### src/rtl/instruction_loader.sv
`timescale 1ns/1ps
// Purpose: assembles a length-prefixed little-endian byte stream into 32-bit instruction-memory writes.
// Latency: the write strobe is issued 1 cycle after the 4th byte of a word is accepted.
// Backpressure: byte_ready drops during WRITE and outside a load; byte_valid may gap for any number of cycles.
//
// Ports: clock/reset (async active-low); start begins a load from IDLE/DONE/ERROR;
//        byte_in/byte_valid/byte_ready form the stream handshake; wr_en/wr_addr/wr_data
//        drive the instruction memory; cpu_hold, done, error and word_count report status.
// Optional: define INSTRUCTION_LOADER_CHECKSUM_EN to require a trailing XOR checksum byte.
module instruction_loader #(
  parameter int DEPTH = 32,
  parameter int CNT_W = 6
) (
  input  logic             clock,
  input  logic             reset,
  input  logic             start,
  input  logic [7:0]       byte_in,
  input  logic             byte_valid,
  output logic             byte_ready,
  output logic             wr_en,
  output logic [31:0]      wr_addr,
  output logic [31:0]      wr_data,
  output logic             cpu_hold,
  output logic             done,
  output logic             error,
  output logic [CNT_W-1:0] word_count
);

  typedef enum logic [2:0] {
    S_IDLE,
    S_LEN,
    S_COLLECT,
    S_WRITE,
    S_CHECK,
    S_DONE,
    S_ERROR
  } state_t;

  localparam logic [8:0] DEPTH_L = 9'(DEPTH);

  state_t           state;
  state_t           next_state;
  logic [CNT_W-1:0] len_n;
  logic [CNT_W-1:0] cnt_inc;
  logic [1:0]       idx;
  logic [23:0]      lanes;     // bytes 0..2 of the word; byte 3 goes straight to wr_data
  logic             accept;
  logic             start_ok;

`ifdef INSTRUCTION_LOADER_CHECKSUM_EN
  logic [7:0]       csum;
`endif

  assign accept   = byte_valid && byte_ready;
  assign start_ok = start && (state == S_IDLE || state == S_DONE || state == S_ERROR);
  assign cnt_inc  = word_count + CNT_W'(1);

  always_comb begin
    next_state = state;
    case (state)
      S_IDLE, S_DONE, S_ERROR: begin
        if (start) next_state = S_LEN;
      end
      S_LEN: begin
        if (accept) begin
          if (byte_in == 8'd0 || {1'b0, byte_in} > DEPTH_L) next_state = S_ERROR;
          else                                              next_state = S_COLLECT;
        end
      end
      S_COLLECT: begin
        if (accept && idx == 2'd3) next_state = S_WRITE;
      end
      S_WRITE: begin
        if (cnt_inc == len_n) begin
`ifdef INSTRUCTION_LOADER_CHECKSUM_EN
          next_state = S_CHECK;
`else
          next_state = S_DONE;
`endif
        end else begin
          next_state = S_COLLECT;
        end
      end
`ifdef INSTRUCTION_LOADER_CHECKSUM_EN
      S_CHECK: begin
        if (accept) next_state = (byte_in == csum) ? S_DONE : S_ERROR;
      end
`endif
      default: next_state = S_IDLE;
    endcase
  end

  // Status outputs are registered from next_state so they line up with the state register.
  always_ff @(posedge clock or negedge reset) begin
    if (!reset) begin
      state      <= S_IDLE;
      byte_ready <= 1'b0;
      cpu_hold   <= 1'b0;
      done       <= 1'b0;
      error      <= 1'b0;
      wr_en      <= 1'b0;
      wr_addr    <= 32'd0;
      wr_data    <= 32'd0;
      word_count <= '0;
      len_n      <= '0;
      idx        <= 2'd0;
      lanes      <= 24'd0;
`ifdef INSTRUCTION_LOADER_CHECKSUM_EN
      csum       <= 8'd0;
`endif
    end else begin
      state      <= next_state;
      byte_ready <= (next_state == S_LEN) || (next_state == S_COLLECT) || (next_state == S_CHECK);
      cpu_hold   <= (next_state == S_LEN) || (next_state == S_COLLECT) || (next_state == S_WRITE) ||
                    (next_state == S_CHECK) || (next_state == S_ERROR);
      done       <= (next_state == S_DONE);
      error      <= (next_state == S_ERROR);
      wr_en      <= (next_state == S_WRITE);

      if (start_ok) begin
        word_count <= '0;
        len_n      <= '0;
        idx        <= 2'd0;
        lanes      <= 24'd0;
`ifdef INSTRUCTION_LOADER_CHECKSUM_EN
        csum       <= 8'd0;
`endif
      end

      if (state == S_LEN && accept) begin
        len_n <= CNT_W'(byte_in);
      end

      if (state == S_COLLECT && accept) begin
        case (idx)
          2'd0:    lanes[7:0]   <= byte_in;
          2'd1:    lanes[15:8]  <= byte_in;
          2'd2:    lanes[23:16] <= byte_in;
          default: begin
            // Capture the word and its address now so WRITE can present them immediately.
            wr_data <= {byte_in, lanes};
            wr_addr <= 32'({word_count, 2'b00});
          end
        endcase
        idx <= idx + 2'd1;
`ifdef INSTRUCTION_LOADER_CHECKSUM_EN
        csum <= csum ^ byte_in;
`endif
      end

      if (state == S_WRITE) begin
        word_count <= cnt_inc;
      end
    end
  end

endmodule

### config.mk
export PLATFORM = sky130hd
export DESIGN_NAME = instruction_loader
export DESIGN_NICKNAME = d
export VERILOG_FILES = /design/src/rtl/instruction_loader.sv
export SDC_FILE = /design/constraint.sdc
export NUM_CORES = 1
export LEC_CHECK = 0
export CORE_MARGIN = 8
export CORE_UTILIZATION = 50
export DETAILED_ROUTE_END_ITERATION = 8
export PLACE_DENSITY = 0.79
export SYNTH_ARGS = -nofsm -noshare
export SYNTH_HDL_FRONTEND = slang
export SYNTH_SLANG_ARGS = --single-unit
### constraint.sdc
create_clock -name clock -period 2.3 [get_ports clock]
set_input_delay 0.23 -clock clock [delete_from_list [all_inputs] [get_ports clock]]
set_output_delay 0.23 -clock clock [all_outputs]
set_load 0.03 [all_outputs]
==> impl_metrics.xml <==
<?xml version="1.0" encoding="UTF-8"?>
<metrics>
  <group name="sta">
    <metric name="timing.final.crit_share" unit="">0.882</metric>
    <metric name="rsz0062_at_grt" unit="">false</metric>
    <metric name="hold_slack" unit="ps">415</metric>
    <metric name="max_slew.worst_pin.slew" unit="ps">596</metric>
    <metric name="finalSetupViolations" unit="">0</metric>
    <metric name="finalClockSkew" unit="ps">11.8</metric>
    <metric name="fmax" unit="MHz">493</metric>
    <metric name="period_needed" unit="ps">2030</metric>
    <metric name="crit_path_setup_slack_layout" unit="ps">271</metric>
    <metric name="timing.max_slew.rel_slack" unit="">0.603</metric>
    <metric name="hold_viol_final" unit="">0</metric>
    <metric name="setup_tns_after_final_layout" unit="ps">0</metric>
    <metric name="slew_violations" unit="">0</metric>
  </group>
  <group name="global_routing">
    <metric name="grt_max_degree" unit="">48</metric>
    <metric name="antenna_violations_before_repair" unit="">0</metric>
    <metric name="gr-total-overflow" unit="">0</metric>
    <metric name="grt_pass1_vias" unit="">2916</metric>
    <metric name="first_pass_grt_wire_length" unit="mm">14.3</metric>
    <metric name="globalRouteTotalUtil" unit="">0.161</metric>
  </group>
  <group name="worst_setup_path">
    <metric name="crit_required" unit="ps">2520</metric>
    <metric name="path_max_fanout" unit="">7</metric>
    <metric name="arrival" unit="ps">2250</metric>
    <metric name="critical_path.startpoint_type" unit="">register</metric>
    <metric name="ff2ff_path_depth" unit="">6</metric>
    <metric name="setup.worst_path.class" unit="">register to register</metric>
    <metric name="worst_setup_path_end_kind" unit="">register</metric>
    <metric name="timing.reg2reg.setup_slack" unit="ps">270</metric>
  </group>
  <group name="synthesis">
    <metric name="primary_ff_master_synth" unit="">sky130_fd_sc_hd__dfrtp_1</metric>
    <metric name="synth_xor_xnor_area_share" unit="">0.0282</metric>
    <metric name="synth.area.mux_share" unit="">0.114</metric>
    <metric name="synth_seq_cells" unit="">84</metric>
    <metric name="main_combinational_cell_family_by_area_after_synthesis" unit="">simple AND/OR/NAND/NOR gates</metric>
    <metric name="synth_simple_gate_area_share" unit="">0.170</metric>
    <metric name="syn_area_per_cell" unit="µm²">11.0</metric>
    <metric name="synth_edf_count" unit="">0</metric>
    <metric name="synthesis.area" unit="mm²">0.00385</metric>
    <metric name="synth_fa_ha_area_frac" unit="">0.0162</metric>
    <metric name="async_reset_ff_frac" unit="">1.00</metric>
    <metric name="post_synthesis_compound_gate_area_fraction" unit="">0.0429</metric>
    <metric name="synth_seq_area_share" unit="">0.545</metric>
    <metric name="synth_cell_types" unit="">42</metric>
    <metric name="ys_warn_count" unit="">0</metric>
    <metric name="post_synth_inst_count" unit="">351</metric>
    <metric name="post-synth-top-area-fraction" unit="">0.545</metric>
    <metric name="synth.top_cells.by_area" unit="">sky130_fd_sc_hd__dfrtp_1 55%, sky130_fd_sc_hd__mux2_2 10%, sky130_fd_sc_hd__nand2_1 6.9%</metric>
    <metric name="synth_largest_area_cell" unit="">sky130_fd_sc_hd__dfrtp_1</metric>
  </group>
  <group name="routing">
    <metric name="drt_pre_antenna_iters" unit="">4</metric>
    <metric name="route.vias.total" unit="">2672</metric>
    <metric name="initialDrtViolationCount" unit="">133</metric>
    <metric name="total_routed_length" unit="mm">8.26</metric>
    <metric name="viasPerCell" unit="">5.09</metric>
    <metric name="route.detailed.wl_per_inst" unit="µm">15.7</metric>
    <metric name="post-route-drc-count" unit="">0</metric>
    <metric name="antenna_violating_nets_left" unit="">0</metric>
  </group>
  <group name="placement">
    <metric name="placed_cell_area" unit="mm²">0.00449</metric>
    <metric name="placement.setup.worst_slack" unit="ps">285</metric>
    <metric name="dp.final_hpwl" unit="mm">5.99</metric>
    <metric name="placedCellCount" unit="">509</metric>
    <metric name="io_buffers" unit="">60</metric>
    <metric name="place_congestion" unit="">0.817</metric>
  </group>
  <group name="status">
    <metric name="result_of_the_run" unit="">completed</metric>
  </group>
  <group name="final_layout">
    <metric name="layout.filler_cells" unit="">651</metric>
    <metric name="final_area" unit="mm²">0.00470</metric>
    <metric name="num_antenna_cells" unit="">0</metric>
    <metric name="post_route_cells_drive_above_1_share" unit="">0.168</metric>
    <metric name="nNetsFinal" unit="">436</metric>
    <metric name="flow.area_growth_from_synthesis" unit="%">21.9</metric>
    <metric name="finish.cell_count_without_fillers" unit="">525</metric>
  </group>
  <group name="clock_network">
    <metric name="tritoncts" unit="">built</metric>
    <metric name="postCtsSetupRepairBufs" unit="">0</metric>
    <metric name="clkTransAtPathRegs" unit="ps">90</metric>
    <metric name="cts-htree-levels" unit="">3</metric>
    <metric name="clock-sinks" unit="">84</metric>
    <metric name="numCtsBuffers" unit="">9</metric>
    <metric name="clkLatencyLatePin" unit="ps">350</metric>
    <metric name="cts-root-buf" unit="">sky130_fd_sc_hd__clkbuf_8</metric>
    <metric name="number_of_buffers_on_the_longest_clock_path" unit="">2</metric>
  </group>
  <group name="floorplan">
    <metric name="start_util" unit="">0.507</metric>
    <metric name="core_region_area" unit="mm²">0.00761</metric>
    <metric name="top_level_ports" unit="">87</metric>
    <metric name="num_rows" unit="">32</metric>
    <metric name="die_area" unit="mm²">0.0108</metric>
    <metric name="die_w" unit="µm">104</metric>
    <metric name="die_height" unit="µm">104</metric>
  </group>
  <group name="run">
    <metric name="max_cap_viol_count" unit="">0</metric>
  </group>
  <group name="hold_path">
    <metric name="min_path_type" unit="">primary input to asynchronous set/reset pin</metric>
  </group>
  <group name="pwr">
    <metric name="powerDensity" unit="mW/mm²">1380</metric>
    <metric name="leakage" unit="nW">2.21</metric>
    <metric name="vdd.ir_drop.worst" unit="V">0.000745</metric>
  </group>
</metrics>
[layout by cell type (no fill, tap or decap), types with 2 or more instances in the layout]
| master | netlist | routed |
|---|---|---|
| sky130_fd_sc_hd__mux2_2 | 35 | 35 |
| sky130_fd_sc_hd__clkdlybuf4s50_1 | 0 | 59 |
| sky130_fd_sc_hd__mux2_1 | 3 | 3 |
| sky130_fd_sc_hd__nor2b_1 | 3 | 3 |
| sky130_fd_sc_hd__o21ai_0 | 11 | 11 |
| sky130_fd_sc_hd__nor2_1 | 13 | 13 |
| sky130_fd_sc_hd__conb_1 | 1 | 26 |
| sky130_fd_sc_hd__ha_1 | 5 | 5 |
| sky130_fd_sc_hd__clkbuf_8 | 0 | 10 |
| sky130_fd_sc_hd__inv_1 | 5 | 5 |
| sky130_fd_sc_hd__nor3_1 | 3 | 3 |
| sky130_fd_sc_hd__nand2b_1 | 4 | 4 |
| sky130_fd_sc_hd__xnor2_1 | 3 | 3 |
| sky130_fd_sc_hd__nand3_1 | 31 | 31 |
| sky130_fd_sc_hd__xor2_1 | 4 | 4 |
| sky130_fd_sc_hd__dfrtp_1 | 84 | 84 |
| sky130_fd_sc_hd__xor3_1 | 2 | 2 |
| sky130_fd_sc_hd__buf_4 | 27 | 13 |
| sky130_fd_sc_hd__and3_1 | 3 | 3 |
| sky130_fd_sc_hd__clkinv_4 | 0 | 2 |
| sky130_fd_sc_hd__nor3_2 | 2 | 2 |
| sky130_fd_sc_hd__nand2_1 | 71 | 71 |
| sky130_fd_sc_hd__nand3b_1 | 3 | 3 |
| sky130_fd_sc_hd__and3b_1 | 2 | 2 |
| sky130_fd_sc_hd__a21oi_1 | 3 | 3 |
| sky130_fd_sc_hd__o31ai_1 | 2 | 2 |
[critical path, stage by stage, from the launching register on]
cell	delay, ps
sky130_fd_sc_hd__dfrtp_1	480
sky130_fd_sc_hd__ha_1	260
sky130_fd_sc_hd__xor3_1	430
sky130_fd_sc_hd__nor3_2	210
sky130_fd_sc_hd__o211ai_2	150
sky130_fd_sc_hd__nor3_2	280
sky130_fd_sc_hd__nor3_1	100
[cell usage after synthesis (4+ instances only)]
cell,n
sky130_fd_sc_hd__nand3_1,31
sky130_fd_sc_hd__xor2_1,4
sky130_fd_sc_hd__dfrtp_1,84
sky130_fd_sc_hd__nand2_1,71
sky130_fd_sc_hd__buf_2,7
sky130_fd_sc_hd__nand2b_1,4
sky130_fd_sc_hd__ha_1,5
sky130_fd_sc_hd__inv_1,5
sky130_fd_sc_hd__nor2_1,13
sky130_fd_sc_hd__buf_4,27
sky130_fd_sc_hd__buf_6,4
sky130_fd_sc_hd__o21ai_0,11
sky130_fd_sc_hd__mux2_2,35
[sequential cells by signal, summed over array words and instances, names as in the netlist]
name and flops:
wr_addr 6, done 1, cpu_hold 1, error 1, wr_en 1, state 3, wr_data 32, lanes 24
byte_ready 1, len_n 6, word_count 6, idx 2
[path summary, 6_finish.rpt]
path | from | to
hold reg to reg | wr_addr[6]$_DFFE_PN0P_ | wr_addr[6]$_DFFE_PN0P_
max in group asynchronous | reset | error$_DFF_PN0_
hold / removal | reset | wr_data[19]$_DFFE_PN0P_
min in group clock | wr_addr[6]$_DFFE_PN0P_ | wr_addr[6]$_DFFE_PN0P_
setup reg to reg | word_count[0]$_DFFE_PN0P_ | cpu_hold$_DFF_PN0_
setup / recovery | word_count[0]$_DFFE_PN0P_ | cpu_hold$_DFF_PN0_
[per-stage QoR]
step	power (mW)	utilization
after global routing	6.88	0.618
after global placement	5.38	0.590
after CTS	6.54	0.618
after detailed placement	5.48	0.590
after floorplan	4.42	-
final	6.47	0.618
[cells by family after synthesis]
kind of cell | count (synthesis)
buffers and inverters | 47
AOI/OAI and AO/OA | 26
adders and majority gates | 5
xor gates and xnor gates | 9
DFF | 84
and+or+nand+nor | 140
other | 1
muxes | 39
[metal layers]
layer | up-vias | wire (µm) | GRT usage
li1 | 1261 | - | -
met1 | 1321 | 3550 | 0.195
met2 | 82 | 4080 | 0.261
met3 | 8 | 505 | 0.0390
met4 | 0 | 114 | 0.0786
met5 | - | 0 | 0
[area by class of cell]
class / count / area [µm²] / area share
clock buffers: 10 / 138 / 0.0293
multi-input cells: 245 / 1530 / 0.326
flip-flops and latches: 84 / 2100 / 0.447
clock inverters: 5 / 61.3 / 0.0130
inverters: 5 / 18.8 / 0.00399
well taps: 102 / 128 / 0.0272
repair buffers: 74 / 718 / 0.153
[repair_timing]
action                                 in CTS  in global routing
endpoints found under the hold margin      44                  0
gates resized for setup                     0                  0
hold buffers                                1                  0
[power breakdown]
part | internal [mW] | switching [mW] | total, mW
registers | 2.07 | 0.393 | 2.47
logic | 1.29 | 1.67 | 2.96
clock network | 0.531 | 0.514 | 1.05
No activity file was read; power rests on OpenSTA's default activity.
